## src/rtl/ofm_requant_packer.sv

```systemverilog
// rtl/ofm_requant_packer.sv - ReLU/shift requantise OFM samples, pack 8 bytes per 64-bit word, FIFO to RAM port; optional rounding via OFM_REQUANT_ROUND_EN
module ofm_requant_packer #(
  parameter int IW         = 25,
  parameter int SHIFT      = 8,
  parameter int FIFO_DEPTH = 4
) (
  input  logic          clk,
  input  logic          rst,
  input  logic          O_wren,
  input  logic [31:0]   O_ram_addr,
  input  logic [IW-1:0] O_ram_din,
  input  logic          end_conv,
  output logic          P_wren,
  input  logic          P_ready,
  output logic [31:0]   P_addr,
  output logic [63:0]   P_din,
  output logic [7:0]    P_be,
  output logic          overflow,
  output logic          done
);

  localparam int AW = $clog2(FIFO_DEPTH);

  typedef enum logic [1:0] {S_EMPTY, S_FILL, S_FLUSH, S_DRAIN} state_t;

  state_t      state, state_nx;
  logic [63:0] pk_data, pk_data_nx;
  logic [7:0]  pk_be, pk_be_nx;
  logic [28:0] pk_addr, pk_addr_nx;
  logic        push;
  logic [63:0] push_data;
  logic [7:0]  push_be;
  logic [28:0] push_addr;
  logic        done_nx;

  logic [IW:0] rq_sum;
  logic [IW:0] rq_q;
  logic [7:0]  rq_byte;
  logic [2:0]  lane;
  logic [28:0] in_waddr;
  logic [63:0] lane_mask;
  logic [63:0] lane_data;
  logic [7:0]  lane_be;

  logic [63:0] mem_data [FIFO_DEPTH];
  logic [7:0]  mem_be   [FIFO_DEPTH];
  logic [28:0] mem_addr [FIFO_DEPTH];
  logic [AW:0] wr_ptr, rd_ptr, rd_ptr_nx;
  logic        fifo_empty, fifo_full, pop, push_ok;
  logic [AW-1:0] head;
  logic        head_valid;

  assign lane      = O_ram_addr[2:0];
  assign in_waddr  = O_ram_addr[31:3];
  assign lane_mask = 64'hFF << {lane, 3'b000};
  assign lane_data = {56'd0, rq_byte} << {lane, 3'b000};
  assign lane_be   = 8'd1 << lane;

  // Requantise the incoming sample: ReLU, right shift (optionally rounded), clamp to 0..255
  always_comb begin
    rq_sum = {1'b0, O_ram_din};
`ifdef OFM_REQUANT_ROUND_EN
    rq_sum = rq_sum + ((IW+1)'(1) << (SHIFT-1));
`endif
    rq_q = rq_sum >> SHIFT;
    if (O_ram_din[IW-1])
      rq_byte = 8'd0;
    else if (rq_q > (IW+1)'(255))
      rq_byte = 8'hFF;
    else
      rq_byte = rq_q[7:0];
  end

  // Pack FSM next state: merge lanes, decide when a word leaves the pack register
  always_comb begin
    state_nx   = state;
    pk_data_nx = pk_data;
    pk_be_nx   = pk_be;
    pk_addr_nx = pk_addr;
    push       = 1'b0;
    push_data  = pk_data;
    push_be    = pk_be;
    push_addr  = pk_addr;
    done_nx    = 1'b0;
    case (state)
      S_EMPTY, S_FILL: begin
        if (O_wren) begin
          if (state == S_FILL && in_waddr == pk_addr) begin
            pk_data_nx = (pk_data & ~lane_mask) | lane_data;
            pk_be_nx   = pk_be | lane_be;
            if (pk_be_nx == 8'hFF) begin
              push       = 1'b1;
              push_data  = pk_data_nx;
              push_be    = 8'hFF;
              pk_data_nx = '0;
              pk_be_nx   = '0;
              state_nx   = S_EMPTY;
            end
          end else begin
            // a new word address displaces the partial word in the pack register
            push       = (state == S_FILL);
            pk_addr_nx = in_waddr;
            pk_data_nx = lane_data;
            pk_be_nx   = lane_be;
            state_nx   = S_FILL;
          end
        end
        // the sample of this cycle is already merged above, so the flush sees it
        if (end_conv) state_nx = S_FLUSH;
      end
      S_FLUSH: begin
        push       = (pk_be != 8'd0);
        pk_data_nx = '0;
        pk_be_nx   = '0;
        state_nx   = S_DRAIN;
      end
      S_DRAIN: begin
        if (fifo_empty) begin
          done_nx  = 1'b1;
          state_nx = S_EMPTY;
        end
      end
      default: state_nx = S_EMPTY;
    endcase
  end

  assign pop        = P_wren && P_ready;
  assign fifo_empty = (wr_ptr == rd_ptr);
  assign fifo_full  = (wr_ptr[AW] != rd_ptr[AW]) && (wr_ptr[AW-1:0] == rd_ptr[AW-1:0]);
  assign push_ok    = push && (!fifo_full || pop);
  assign rd_ptr_nx  = rd_ptr + {{AW{1'b0}}, pop};
  assign head       = rd_ptr_nx[AW-1:0];
  // only words stored before this edge are eligible, which gives the extra output-stage cycle
  assign head_valid = (wr_ptr != rd_ptr_nx);

  // State, pack register, FIFO pointers and sticky overflow
  always_ff @(posedge clk or negedge rst) begin
    if (!rst) begin
      state    <= S_EMPTY;
      pk_data  <= '0;
      pk_be    <= '0;
      pk_addr  <= '0;
      wr_ptr   <= '0;
      rd_ptr   <= '0;
      overflow <= 1'b0;
      done     <= 1'b0;
    end else begin
      state   <= state_nx;
      pk_data <= pk_data_nx;
      pk_be   <= pk_be_nx;
      pk_addr <= pk_addr_nx;
      rd_ptr  <= rd_ptr_nx;
      done    <= done_nx;
      if (push_ok) wr_ptr <= wr_ptr + (AW+1)'(1);
      if (push && !push_ok) overflow <= 1'b1;
    end
  end

  // FIFO storage; a push into a full FIFO with a pop reuses the slot being popped
  always_ff @(posedge clk) begin
    if (push_ok) begin
      mem_data[wr_ptr[AW-1:0]] <= push_data;
      mem_be[wr_ptr[AW-1:0]]   <= push_be;
      mem_addr[wr_ptr[AW-1:0]] <= push_addr;
    end
  end

  // Registered FIFO head; holds while stalled or empty
  always_ff @(posedge clk or negedge rst) begin
    if (!rst) begin
      P_wren <= 1'b0;
      P_addr <= '0;
      P_din  <= '0;
      P_be   <= '0;
    end else begin
      P_wren <= head_valid;
      if (head_valid) begin
        P_addr <= {3'b000, mem_addr[head]};
        P_din  <= mem_data[head];
        P_be   <= mem_be[head];
      end
    end
  end

endmodule

```

## config.mk

```make
export PLATFORM = sky130hd
export DESIGN_NAME = ofm_requant_packer
export DESIGN_NICKNAME = d
export VERILOG_FILES = /design/src/rtl/ofm_requant_packer.sv
export SDC_FILE = /design/constraint.sdc
export NUM_CORES = 1
export LEC_CHECK = 0
export CORE_MARGIN = 2
export CORE_UTILIZATION = 61
export CTS_BUF_LIST = sky130_fd_sc_hd__clkbuf_4
export DETAILED_ROUTE_END_ITERATION = 10
export GPL_TIMING_DRIVEN = 0
export PLACE_DENSITY = 0.93
export REMOVE_ABC_BUFFERS = 1
export SYNTH_ARGS = -nofsm -noshare
export SYNTH_HDL_FRONTEND = slang
export SYNTH_SLANG_ARGS = --single-unit
```

## constraint.sdc

```tcl
create_clock -name clk -period 10.05 [get_ports clk]
set_input_delay 1.5075 -clock clk [delete_from_list [all_inputs] [get_ports clk]]
set_output_delay 1.5075 -clock clk [all_outputs]
set_load 0.02 [all_outputs]
```

==> results.py, run 1 <==
metrics = {
    "power_and_ir_drop": {
        "clockPowerShare": 0.241,
        "combPwrFrac": 0.356,
        "p_int_uw": 6120,
        "power_switching_uw": 2750,
        "power_uw": 8870,
        "p_seq_frac": 0.403,
        "ir_drop_uv": 247,
        "powerDensity_nw_per_um2": 307,
        "power.leakage_uw": 0.0112,
        "swShare": 0.310,
    },
    "placed_design": {
        "dp_hpwl_um": 29600,
        "place_ws_ns": 4.10,
        "gp_congestion": 0.800,
        "place.port_buffers": 157,
    },
    "layout": {
        "fillers": 2192,
        "multi_input_area_um2": 6640,
        "syn_to_final_growth_pct": 19.0,
        "final_net_count": 1569,
        "seqCellArea_um2": 17500,
        "drive_gt1_frac": 0.382,
    },
    "detailed_routing": {
        "routedWlPerCell_um": 23.9,
        "ant_nets": 0,
        "drc_errors": 0,
        "firstDrtPassIters": 5,
        "via_per_inst": 6.04,
        "drt-total-wl_um": 51300,
        "first_iter_violations": 1076,
        "vias": 13000,
    },
    "setup_path": {
        "cp-start-kind": "input pin",
        "worst_path_max_delay_cell": "and4_1",
        "cp.buffers_inverters": 2,
        "cp-endpoint": "mem_addr[0][8]",
        "path_depth": 8,
        "r2r_start": "pk_be[6]",
        "path_cells": "clkdlybuf4s50_1 > or4b_4 > o211ai_2 > and4_1 > o31ai_1 > a21boi_2 > and2_4 > buf_16",
        "worstPathMaxFanout": 55,
        "critical_path_class": "in -> reg",
        "critical_path.max_stage_delay_ns": 0.77,
        "reg2reg_depth": 7,
        "worst_r2r_endpoint": "mem_addr[0][8]",
        "required_ns": 10.50,
        "critical_path.top_delay_family": "simple AND/OR/NAND/NOR gates",
        "reg2reg_slack_ns": 5.96,
        "crit_path_end_kind": "flip-flop",
        "cp-startpoint": "O_ram_addr[1]",
        "critPathArrivalTime_ns": 5.68,
    },
    "timing": {
        "setup_violations": 0,
        "finalSetupTns_ns": 0,
        "whs_ns": 0.483,
        "clock_skew_ns": 0.0560,
        "layout_min_cycle_time_ns": 5.22,
        "tightestPinTransition_ns": 1.32,
        "max_freq_mhz": 191,
        "slew_headroom": 0.119,
        "timing.final.ws_setup_ns": 4.83,
        "final-hold-violation-count": 0,
        "period_share": 0.520,
        "maxSlewViolCount": 0,
        "grt_setup_unrepaired": "false",
    },
    "logic_synthesis": {
        "synth_top_area_frac": 0.499,
        "async_reset_ff_frac": 0.345,
        "yosysWarnings": 0,
        "synth_ff_type": "edfxtp_1",
        "synth_cells": 1227,
        "yosysMostFrequentCell": "edfxtp_1",
        "netlist_area_um2": 24300,
        "yosysSeqAreaShare": 0.719,
        "synth-edff-count": 404,
        "synth.distinct_cells": 54,
        "avgSynthCellArea_um2": 19.8,
        "yosys-top-cells-count": "404 x edfxtp_1, 213 x dfrtp_1, 178 x mux2_2, 101 x mux4_2, 64 x a22o_1",
        "ys_ff_latch": 617,
        "synth_area_leader_cell": "edfxtp_1",
        "synth_area_leaders": "edfxtp_1 50%, dfrtp_1 22%, mux4_2 9.4%, mux2_2 8.2%, a22o_1 2.3%",
    },
    "clock_network": {
        "clock-sinks": 617,
        "cts_root_buf": "clkbuf_4",
        "post_cts_buffers": 0,
        "holdBufCountCts": 0,
        "path_clk_slew_ns": 0.06,
        "cts-resized-gates": 0,
        "htreeDepth": 4,
        "cts_buffers": 151,
        "insertion_delay_ns": 0.84,
        "cts_tree": "yes",
        "cts.path.max_buffers": 3,
    },
    "floorplan": {
        "die-area_um2": 41400,
        "die_h_um": 204,
        "start_util": 0.614,
        "die_w_um": 204,
        "ioPinCount": 169,
        "std_cell_rows": 73,
        "core_um2": 39500,
    },
    "global_route": {
        "grt_use_total": 0.257,
        "grt_first_pass_wirelength_um": 79800,
        "grt_pass1_vias": 14100,
        "grt-ovfl-total": 0,
        "antenna_found_initial": 3,
        "grt_max_degree": 93,
    },
    "min_path": {
        "hold_path_class": "reg -> reg",
    },
    "flow_run": {
        "drv_cap": 0,
    },
    "outcome": {
        "run_status": "complete, no violations",
    },
}
## flip-flops by register name, summed over array words and instances (netlist names)
register	flops
mem_data	256
pk_be	8
overflow	1
mem_addr	116
mem_be	32
P_addr	29
pk_data	64
pk_addr	29
rd_ptr	3
P_be	8
wr_ptr	3
state	2
P_wren	1
P_din	64
done	1
## worst min path at each step
| stage | cells after the start | slack, ns | to | from |
|---|---|---|---|---|
| floorplan | 1 | 0.46 | pk_data[48] | pk_data[48] |
| global placement | 1 | 0.46 | overflow | overflow |
| detailed placement | 1 | 0.47 | overflow | overflow |
| CTS | 1 | 0.48 | overflow | overflow |
| global route | 1 | 0.50 | overflow | overflow |
| finish | 1 | 0.48 | overflow | overflow |
## logic make-up (layout without fill, tap and decap cells)
group           Yosys count  in the layout  synth area share
xor+xnor                 38             38            0.0137
compound gates          102            102            0.0401
other cells               1              5          0.000154
mux                     296            296             0.186
simple gates             95             95            0.0247
buf+inv                  72            463            0.0132
fa+ha+maj                 6              6           0.00309
flops                   617            617             0.719
## cell usage in the layout, fill, tap and decap left out, types with 4 or more instances in the layout
cell type,netlist,layout
edfxtp_1,404,404
clkdlybuf4s50_1,0,156
a22o_1,64,64
inv_2,0,5
mux2_2,178,178
ha_1,6,4
inv_1,11,11
buf_16,0,12
bufinv_16,0,4
clkinv_1,0,20
mux2_4,16,16
nor2_1,14,13
buf_8,0,7
clkbuf_4,0,240
nand2_1,17,17
nand2b_1,6,6
nor3b_1,4,4
nor4_1,14,11
a21oi_2,0,8
mux4_2,101,101
and2_1,8,5
xnor2_1,4,4
or2_2,9,9
xor2_1,34,34
o41ai_4,7,7
dfrtp_1,213,213
a21o_1,8,8
## metal layers
layer,vias up,track usage,wire [um]
li1,5531,-,-
met1,6783,0.326,20000
met2,514,0.431,26700
met3,129,0.0537,3110
met4,2,0.115,1600
met5,-,0,11
## power by group through the flow
stage                     Sequential (uW)  Combinational [uW]  Clock, uW
after floorplan                      3820                2030          0
after global placement               3620                3350          0
after detailed placement             3620                3170          0
after CTS                            3580                3200       2190
after global routing                 3630                3350       2320
final                                3580                3160       2140
## through the flow
| step | instances | area, um^2 | util |
|---|---|---|---|
| floorplan | 1168 | 24000 | - |
| global placement | 1850 | 26300 | 0.664 |
| detailed placement | 1873 | 26900 | 0.679 |
| CTS | 2145 | 28900 | 0.731 |
| global route | 2147 | 28900 | 0.731 |
| finish | 2147 | 28900 | 0.731 |
## layout make-up
| cell class | instances | share of cell area |
|---|---|---|
| inverter | 11 | 0.00143 |
| clock buffer | 240 | 0.0623 |
| antenna | 2 | 0.000173 |
| multi-input combinational | 540 | 0.230 |
| tap | 525 | 0.0227 |
| timing repair buffer | 180 | 0.0719 |
| clock inverter | 32 | 0.00792 |
| sequential | 617 | 0.604 |
No activity file was read; power rests on OpenSTA's default activity.
==> inputs of run 2 (changes only) <==
- CORE_UTILIZATION: 61 -> 55
- PLACE_DENSITY: 0.93 -> 0.89
- clock period: 10.05 -> 4.75 ns (I/O delays scaled with it)
==> results.py, run 2 (synthesis gave the netlist of run 1 again) <==
metrics = {
    "outcome": {
        "run_status": "complete, no violations",
    },
    "power_and_ir_drop": {
        "power_switching_uw": 5820,
        "p_seq_frac": 0.399,
        "clockPowerShare": 0.248,
        "power_uw": 18900,
        "swShare": 0.308,
        "combPwrFrac": 0.353,
        "ir_drop_uv": 598,
        "power.leakage_uw": 0.0112,
        "powerDensity_nw_per_um2": 648,
        "p_int_uw": 13100,
    },
    "flow_run": {
        "drv_cap": 0,
    },
    "setup_path": {
        "reg2reg_slack_ns": 0.85,
        "cp.buffers_inverters": 2,
        "critPathArrivalTime_ns": 4.56,
        "crit_path_end_kind": "flip-flop",
        "worst_path_max_delay_cell": "and4_1",
        "cp-start-kind": "input pin",
        "cp-startpoint": "O_ram_addr[1]",
        "critical_path_class": "in -> reg",
        "path_depth": 8,
        "path_cells": "clkdlybuf4s50_1 > or4b_4 > o211ai_2 > and4_1 > o31ai_1 > a21boi_2 > and2_4 > buf_16",
        "r2r_start": "pk_addr[28]",
        "critical_path.max_stage_delay_ns": 0.74,
        "required_ns": 5.25,
        "worstPathMaxFanout": 41,
        "reg2reg_depth": 6,
        "critical_path.top_delay_family": "simple AND/OR/NAND/NOR gates",
        "cp-endpoint": "mem_be[1][0]",
        "worst_r2r_endpoint": "mem_data[2][56]",
    },
    "layout": {
        "layout_commonest_cell": "edfxtp_1",
        "largest_reg_flops": 256,
        "drive_gt1_frac": 0.383,
        "syn_to_final_growth_pct": 20.1,
        "final_net_count": 1573,
        "final_cell_mix": "404 x edfxtp_1, 232 x clkbuf_4, 213 x dfrtp_1, 178 x mux2_2, 156 x clkdlybuf4s50_1",
        "fillers": 2784,
    },
    "timing": {
        "whs_ns": 0.354,
        "max_freq_mhz": 246,
        "tightestPinTransition_ns": 1.27,
        "grt_setup_unrepaired": "false",
        "slew_headroom": 0.150,
        "maxSlewViolCount": 0,
        "period_share": 0.855,
        "setup_violations": 0,
        "layout_min_cycle_time_ns": 4.06,
        "clock_skew_ns": 0.0504,
        "final-hold-violation-count": 0,
    },
    "floorplan": {
        "die-area_um2": 45900,
        "start_util": 0.553,
        "std_cell_rows": 77,
        "die_w_um": 214,
        "ioPinCount": 169,
        "die_h_um": 214,
        "core_um2": 43900,
    },
    "detailed_routing": {
        "vias": 12800,
        "via_per_inst": 5.74,
        "drt-total-wl_um": 49600,
        "drc_errors": 0,
        "first_iter_violations": 968,
        "routedWlPerCell_um": 22.2,
        "firstDrtPassIters": 6,
        "ant_nets": 0,
    },
    "placed_design": {
        "place.port_buffers": 157,
        "gp_congestion": 0.795,
        "dp_hpwl_um": 29700,
    },
    "global_route": {
        "grt-ovfl-total": 0,
        "grt_first_pass_wirelength_um": 77900,
        "antenna_found_initial": 6,
        "grt_use_total": 0.222,
        "grt_pass1_vias": 13800,
        "grt_max_degree": 109,
    },
    "clock_network": {
        "cts_root_buf": "clkbuf_4",
        "cts.path.max_buffers": 3,
        "cts_tree": "yes",
        "insertion_delay_ns": 0.87,
        "htreeDepth": 4,
        "post_cts_buffers": 0,
        "cts-resized-gates": 0,
        "path_clk_slew_ns": 0.07,
        "clock-sinks": 617,
        "cts_buffers": 152,
        "holdBufCountCts": 1,
    },
    "min_path": {
        "hold_path_class": "in -> async",
    },
}
==> run 2: worst reg2reg max path: cells and delay by family (launching register included) <==
kind	cells	cell delay (ns)
and+or+nand+nor	4	2.57
muxes	1	0.44
DFF	1	0.43
xor gates and xnor gates	1	0.19
==> run 2: how the worst min path moves through the flow <==
stage	start	end	slack (ns)
after global placement	overflow	overflow	0.46
after floorplan	rst	P_addr[0]	0.42
after detailed placement	pk_data[49]	pk_data[49]	0.49
after global routing	rst	P_din[14]	0.32
final	rst	P_din[11]	0.35
after CTS	rst	P_din[21]	0.30
==> run 2: power by group through the flow <==
stage | logic [uW] | registers [uW] | clock network [uW]
2_1_floorplan | 4100 | 8080 | 0
3_3_place_gp | 5600 | 7620 | 0
3_5_place_dp | 6760 | 7650 | 0
4_1_cts | 6790 | 7550 | 4820
5_1_grt | 7120 | 7660 | 5110
6_report | 6670 | 7550 | 4700
==> run 2: per-layer routing <==
layer  global-route usage  wire, um  up-vias
met5                    0        23        -
met4                0.101      1350        4
met3               0.0567      3040       97
met2                0.371     25400      426
met1                0.276     19800     6724
li1                     -         -     5564
==> run 2: final cells by class <==
cell class / instances / area [um^2] / share of cell area
repair buffers: 183 / 2150 / 0.0736
inverters: 11 / 41.3 / 0.00142
clock buffers: 232 / 1740 / 0.0597
clock inverters: 52 / 399 / 0.0137
well taps: 592 / 741 / 0.0254
multi-input cells: 540 / 6640 / 0.227
flip-flops and latches: 617 / 17500 / 0.598
diodes: 4 / 10.0 / 0.000343
==> run 2: metrics by stage <==
| stage | TNS, ns | cells | util | instance area, um^2 | setup WS (ns) |
|---|---|---|---|---|---|
| final | 0 | 2231 | 0.664 | 29200 | 0.688 |
| after CTS | 0 | 2227 | 0.664 | 29200 | 0.801 |
| after detailed placement | -21.30 | 1942 | 0.615 | 27000 | -0.137 |
| after global placement | -4102.63 | 1917 | 0.600 | 26300 | -8.22 |
| after global routing | 0 | 2231 | 0.664 | 29200 | 0.593 |
| after floorplan | -867.35 | 1168 | - | 24000 | -3.65 |
==> inputs of run 3 (changes only) <==
- CTS_CLUSTER_DIAMETER: not set -> 200
==> results of run 3 <==
No change in the layout: final DEF, timing and power equal those of run 2.
